===== src/rtl/fft_r2_pair_buffer_if.sv =====
`default_nettype none
// ============================================================================
// Module   : fft_r2_pair_buffer_if
// Purpose  : Sample-stream and butterfly-pair bundle for the radix-2 pairing
//            stage. The master is the upstream/sink side. The slave is the
//            pairing block.
// Revision : 1.0 - initial release
// ============================================================================
interface fft_r2_pair_buffer_if #(
    parameter int DATA_W = 16
);
    // Serial input stream
    logic              in_valid;
    logic [DATA_W-1:0] in_data;
    logic              sof;

    // Paired outputs toward the butterfly
    logic              up_valid;
    logic [DATA_W-1:0] up_data;
    logic              down_valid;
    logic [DATA_W-1:0] down_data;
    logic              busy;

    modport master (
        output in_valid, in_data, sof,
        input  up_valid, up_data, down_valid, down_data, busy
    );

    modport slave (
        input  in_valid, in_data, sof,
        output up_valid, up_data, down_valid, down_data, busy
    );
endinterface
`default_nettype wire


===== src/rtl/fft_r2_pair_buffer.sv =====
`default_nettype none
// ============================================================================
// Module   : fft_r2_pair_buffer
// Purpose  : Radix-2 input pairing stage. Each 2*DEPTH-sample frame is
//            handled in two halves. The first half is buffered. As each
//            second-half sample k+DEPTH arrives, it is emitted together with
//            buffered sample k, one clock after it is accepted.
// Options  : FFT_PAIR_FRAME_ERR_EN adds a sticky truncated-frame flag
//            (frame_err) and a completed-frame counter (frame_cnt).
// Revision : 1.0 - initial release
// ============================================================================
module fft_r2_pair_buffer #(
    parameter int DEPTH  = 8,
    parameter int DATA_W = 16
) (
    input  wire logic            clk,
    input  wire logic            rst_n,     // active-high asynchronous reset
    fft_r2_pair_buffer_if.slave  pb
`ifdef FFT_PAIR_FRAME_ERR_EN
    ,
    output logic                 frame_err,
    output logic [15:0]          frame_cnt
`endif
);
    localparam int CNT_W  = $clog2(2 * DEPTH);
    localparam int ADDR_W = CNT_W - 1;
    localparam logic [CNT_W-1:0] C_LAST = CNT_W'(2 * DEPTH - 1);

    logic [CNT_W-1:0]  cnt_q, cnt_d;
    logic [CNT_W-1:0]  idx_w;
    logic [ADDR_W-1:0] addr_w;
    logic              pair_w;

    logic [DATA_W-1:0] mem_q [DEPTH];

    logic              up_valid_q, up_valid_d;
    logic [DATA_W-1:0] up_data_q,  up_data_d;
    logic              dn_valid_q, dn_valid_d;
    logic [DATA_W-1:0] dn_data_q,  dn_data_d;
    logic              busy_q,     busy_d;

    // Effective index, phase, counter advance and next output pair
    always_comb begin
        idx_w      = pb.sof ? '0 : cnt_q;   // sof only matters when in_valid=1
        pair_w     = idx_w[CNT_W-1];        // upper half of frame = PAIR phase
        addr_w     = idx_w[ADDR_W-1:0];
        cnt_d      = cnt_q;
        up_valid_d = 1'b0;
        up_data_d  = '0;
        dn_valid_d = 1'b0;
        dn_data_d  = '0;
        if (pb.in_valid) begin
            cnt_d = idx_w + CNT_W'(1);      // 2*DEPTH is a power of 2, wraps naturally
            if (pair_w) begin
                up_valid_d = 1'b1;
                up_data_d  = mem_q[addr_w];
                dn_valid_d = 1'b1;
                dn_data_d  = pb.in_data;
            end
        end
        busy_d = (cnt_d != '0);
    end

    // Counter and registered output pair
    always_ff @(posedge clk or posedge rst_n) begin
        if (rst_n) begin
            cnt_q      <= '0;
            up_valid_q <= 1'b0;
            up_data_q  <= '0;
            dn_valid_q <= 1'b0;
            dn_data_q  <= '0;
            busy_q     <= 1'b0;
        end else begin
            cnt_q      <= cnt_d;
            up_valid_q <= up_valid_d;
            up_data_q  <= up_data_d;
            dn_valid_q <= dn_valid_d;
            dn_data_q  <= dn_data_d;
            busy_q     <= busy_d;
        end
    end

    // First-half buffer. It is not reset. Reads and writes hit disjoint phases.
    always_ff @(posedge clk) begin
        if (pb.in_valid && !pair_w) begin
            mem_q[addr_w] <= pb.in_data;
        end
    end

    assign pb.up_valid   = up_valid_q;
    assign pb.up_data    = up_data_q;
    assign pb.down_valid = dn_valid_q;
    assign pb.down_data  = dn_data_q;
    assign pb.busy       = busy_q;

`ifdef FFT_PAIR_FRAME_ERR_EN
    logic        frame_err_q, frame_err_d;
    logic [15:0] frame_cnt_q, frame_cnt_d;

    // Truncation detect (sof mid-frame) and completed-frame count
    always_comb begin
        frame_err_d = frame_err_q;
        frame_cnt_d = frame_cnt_q;
        if (pb.in_valid && pb.sof && (cnt_q != '0)) begin
            frame_err_d = 1'b1;
        end
        if (pb.in_valid && (idx_w == C_LAST)) begin
            frame_cnt_d = frame_cnt_q + 16'd1;
        end
    end

    // Sticky error flag and frame counter
    always_ff @(posedge clk or posedge rst_n) begin
        if (rst_n) begin
            frame_err_q <= 1'b0;
            frame_cnt_q <= '0;
        end else begin
            frame_err_q <= frame_err_d;
            frame_cnt_q <= frame_cnt_d;
        end
    end

    assign frame_err = frame_err_q;
    assign frame_cnt = frame_cnt_q;
`endif
endmodule
`default_nettype wire


===== src/flat_wrapper.sv =====
// flat-port wrapper written by rule: the top's interface ports become plain ports
module fft_r2_pair_buffer_flat 
#(
    parameter int DEPTH  = 8,
    parameter int DATA_W = 16
)
  (clk, rst_n, pb_in_valid, pb_in_data, pb_sof, pb_up_valid, pb_up_data, pb_down_valid, pb_down_data, pb_busy);
  fft_r2_pair_buffer_if #(.DATA_W(DATA_W)) pb_i ();
  input  wire logic clk;
  input  wire logic rst_n;
  input wire logic [$bits(pb_i.in_valid)-1:0] pb_in_valid;
  input wire logic [$bits(pb_i.in_data)-1:0] pb_in_data;
  input wire logic [$bits(pb_i.sof)-1:0] pb_sof;
  output wire logic [$bits(pb_i.up_valid)-1:0] pb_up_valid;
  output wire logic [$bits(pb_i.up_data)-1:0] pb_up_data;
  output wire logic [$bits(pb_i.down_valid)-1:0] pb_down_valid;
  output wire logic [$bits(pb_i.down_data)-1:0] pb_down_data;
  output wire logic [$bits(pb_i.busy)-1:0] pb_busy;
  assign pb_i.in_valid = pb_in_valid;
  assign pb_i.in_data = pb_in_data;
  assign pb_i.sof = pb_sof;
  assign pb_up_valid = pb_i.up_valid;
  assign pb_up_data = pb_i.up_data;
  assign pb_down_valid = pb_i.down_valid;
  assign pb_down_data = pb_i.down_data;
  assign pb_busy = pb_i.busy;
  fft_r2_pair_buffer #(.DEPTH(DEPTH), .DATA_W(DATA_W)) u_core (.clk(clk), .rst_n(rst_n), .pb(pb_i));
endmodule

===== config.mk =====
export PLATFORM = sky130hd
export DESIGN_NAME = fft_r2_pair_buffer_flat
export DESIGN_NICKNAME = d
export VERILOG_FILES = /design/src/rtl/fft_r2_pair_buffer_if.sv /design/src/rtl/fft_r2_pair_buffer.sv /design/src/flat_wrapper.sv
export SDC_FILE = /design/constraint.sdc
export NUM_CORES = 1
export LEC_CHECK = 0
export ABC_AREA = 1
export CAP_MARGIN = 15
export CORE_ASPECT_RATIO = 1.25
export CORE_UTILIZATION = 40
export DETAILED_ROUTE_END_ITERATION = 8
export HOLD_SLACK_MARGIN = 0.1
export PLACE_DENSITY = 0.73
export SYNTH_ARGS = -nofsm -noshare
export SYNTH_HDL_FRONTEND = slang
export SYNTH_SLANG_ARGS = --single-unit

===== constraint.sdc =====
create_clock -name clk -period 3.15 [get_ports clk]
set_clock_uncertainty 0.2 [all_clocks]
set_input_delay 0.7875 -clock clk [delete_from_list [all_inputs] [get_ports clk]]
set_output_delay 0.7875 -clock clk [all_outputs]
set_load 0.02 [all_outputs]

==> results_dict.tcl <==
set metrics [dict create \
    ys_top_cells_by_area "edfxtp_1, dfrtp_1, nand2_1" \
    rows 50 \
    hold_buffers 0 \
    wl_per_cell_um 16.53 \
    layout_common_cells "nand2_1, edfxtp_1, nand3_1" \
    die-area_sq_um 16270 \
    p_total_mw 4.939 \
    cts_buffers 17 \
    grt_pass1_vias 4004 \
    die_height_um 142.4 \
    max_freq_mhz 407.3 \
    grt_max_degree 39 \
    preCtsSetupSlack_ns 0.2962 \
    setup_tns_ns 0 \
    switchingPower_mw 1.094 \
    ioPinCount 55 \
    cts.sinks 166 \
    antenna_found_initial 0 \
    finalCritPeriodShare_pct 77.93 \
    place_hpwl_mm 8.581 \
    grt_pass1_wl_mm 20.75 \
    hold_path.class "register to register" \
    ys_types 18 \
    cts_setup_buffers 0 \
    cp-start-kind "primary input" \
    setup_ws_ns 0.6951 \
    vias 4010 \
    cp-end-kind "register" \
    start_util_pct 41.48 \
    yosysSeqAreaShare_pct 76.03 \
    cts_resized 0 \
    slew_viol_final 0 \
    fin_util_pct 51.10 \
    grt_setup_unrepaired "false" \
    cap_violations 0 \
    ys_ff_latch 166 \
    antennaDiodeCount 0 \
    htree_num_levels 4 \
    crit_type "primary input to register" \
    yosys.area.top_type "edfxtp_1" \
    postSynthAreaPerCell_sq_um 12.34 \
    antenna_left 0 \
    path_clk_slew_ns 0.06 \
    clockPowerShare_pct 42.4 \
    clockRootBuffer "clkbuf_16" \
    dr.pass1.iters 5 \
    pwr_density_cell_nw_per_um2 635.7 \
    dieWidth_um 114.3 \
    p_comb_share_pct 7.7 \
    seqPwrFrac_pct 49.9 \
    synth_area_sq_um 6306 \
    syn_inst 511 \
    finalSetupViolations 0 \
    path_max_fanout 17 \
    place.gp.congestion 0.8655 \
    area_growth_pct 23.19 \
    syn_nets 531 \
    worst_pin_slew_ns 0.4586 \
    via_per_inst 5.000 \
    yosysTopAreaCellShare_pct 60.95 \
    clk_latency_ns 0.42 \
    yosysWarnings 0 \
    fin_nets 601 \
    reg2reg_from "u_core.cnt_q[0]" \
    route.detailed.drc 0 \
    slew_headroom_pct 69.24 \
    holdWs_ns 0.4016 \
    power_leakage_nw 3.053 \
    critPathLaunch "pb_sof" \
    grt-ovfl-total 0 \
    worst_ep_required_time_ns 3.06 \
    p_int_mw 3.845 \
    hold_violations 0 \
    worstHoldStart "u_core.cnt_q[3]" \
    cts_tree "done" \
    sw_frac_of_total_pct 22.16 \
    coreArea_sq_um 15200 \
    fin_crit_ns 2.455 \
    layout-drive-gt1-share_pct 10.94 \
    drt_wl_total_mm 13.26 \
    cts_max_path_buffers 2 \
    status "finished, final reports clean" \
    final_common_cell "nand2_1" \
    io_buffers 54 \
    vdd_drop_max_uv 339.7 \
    first_iter_violations 304 \
    grtUsageTotal_pct 17.46 \
    arrival_ns 2.36 \
]
-- flip-flops by register name, indices dropped and copies added, names as in the netlist --
register and cells:
u_core.mem_q 128, u_core.pb.down_data 16, u_core.pb.up_data 16, u_core.cnt_q 4, u_core.pb.busy 1, u_core.pb.up_valid 1
-- area by class of cell --
class | count | area (sq um)
clock buffers | 21 | 460.4
clock inverters | 11 | 150.1
fillers | 1241 | 7433
inverters | 29 | 108.9
multi-input cells | 295 | 1306
flip-flops and latches | 166 | 4795
well taps | 208 | 260.3
repair buffers | 72 | 688.2
-- routing by layer --
layer	share of wire [%]	vias up	routed length (um)	global-route usage, %
met3	6.8	11	907	4.174
li1	-	1868	-	-
met2	50	154	6622	28.42
met5	0	-	0	0
met1	42	1977	5557	22.43
met4	1.3	0	171	7.177
-- synthesized netlist by cell type --
| library cell | number |
|---|---|
| nand3_1 | 87 |
| nand2_2 | 1 |
| nor4_1 | 1 |
| inv_2 | 5 |
| buf_2 | 8 |
| o21ai_0 | 1 |
| nor3_2 | 1 |
| buf_4 | 10 |
| nand4_1 | 1 |
| inv_1 | 24 |
| nand2_1 | 156 |
| nor3_1 | 2 |
| nor2_1 | 38 |
| nor2_4 | 5 |
| clkbuf_1 | 3 |
| dfrtp_1 | 38 |
| edfxtp_1 | 128 |
| nor2_2 | 2 |
-- logic make-up after synthesis --
logic type | count (synthesis) | synth area share [%]
compound gates | 1 | 0.07929
buf+inv | 50 | 3.730
flops | 166 | 76.03
simple gates | 294 | 20.16
-- metrics by stage --
| step | instance area [sq um] | cells |
|---|---|---|
| after floorplan | 6312 | 511 |
| after global placement | 7158 | 770 |
| after detailed placement | 7158 | 770 |
| after CTS | 7769 | 802 |
| after global routing | 7769 | 802 |
| final | 7769 | 802 |
-- worst max-delay path, stage by stage --
cell and delay [ns]:
clkdlybuf4s50_1 0.62, inv_2 0.11, nand2_1 0.16, nand2_1 0.21, nor2_1 0.18, buf_4 0.29
-- power groups by stage --
stage	registers, mW	logic (mW)	clock network (mW)
after floorplan	2.51	0.217	0
after global placement	2.51	0.369	0
after detailed placement	2.51	0.381	0
after CTS	2.47	0.383	2.12
after global routing	2.47	0.423	2.20
final	2.47	0.380	2.09
-- path summary, 6_finish.rpt --
path                                         end  slack (ns)  cells past startpoint
max                          u_core.mem_q[7][11]        0.70                      6
min                              u_core.cnt_q[3]        0.40                      4
max reg2reg                 u_core.pb.up_data[7]        1.16                      7
min reg2reg                      u_core.cnt_q[3]        0.40                      4
max in group asynchronous  u_core.pb.up_data[12]        1.60                      3
min in group asynchronous   u_core.pb.up_data[5]        0.42                      2
Power figures use the tool's default switching activity.
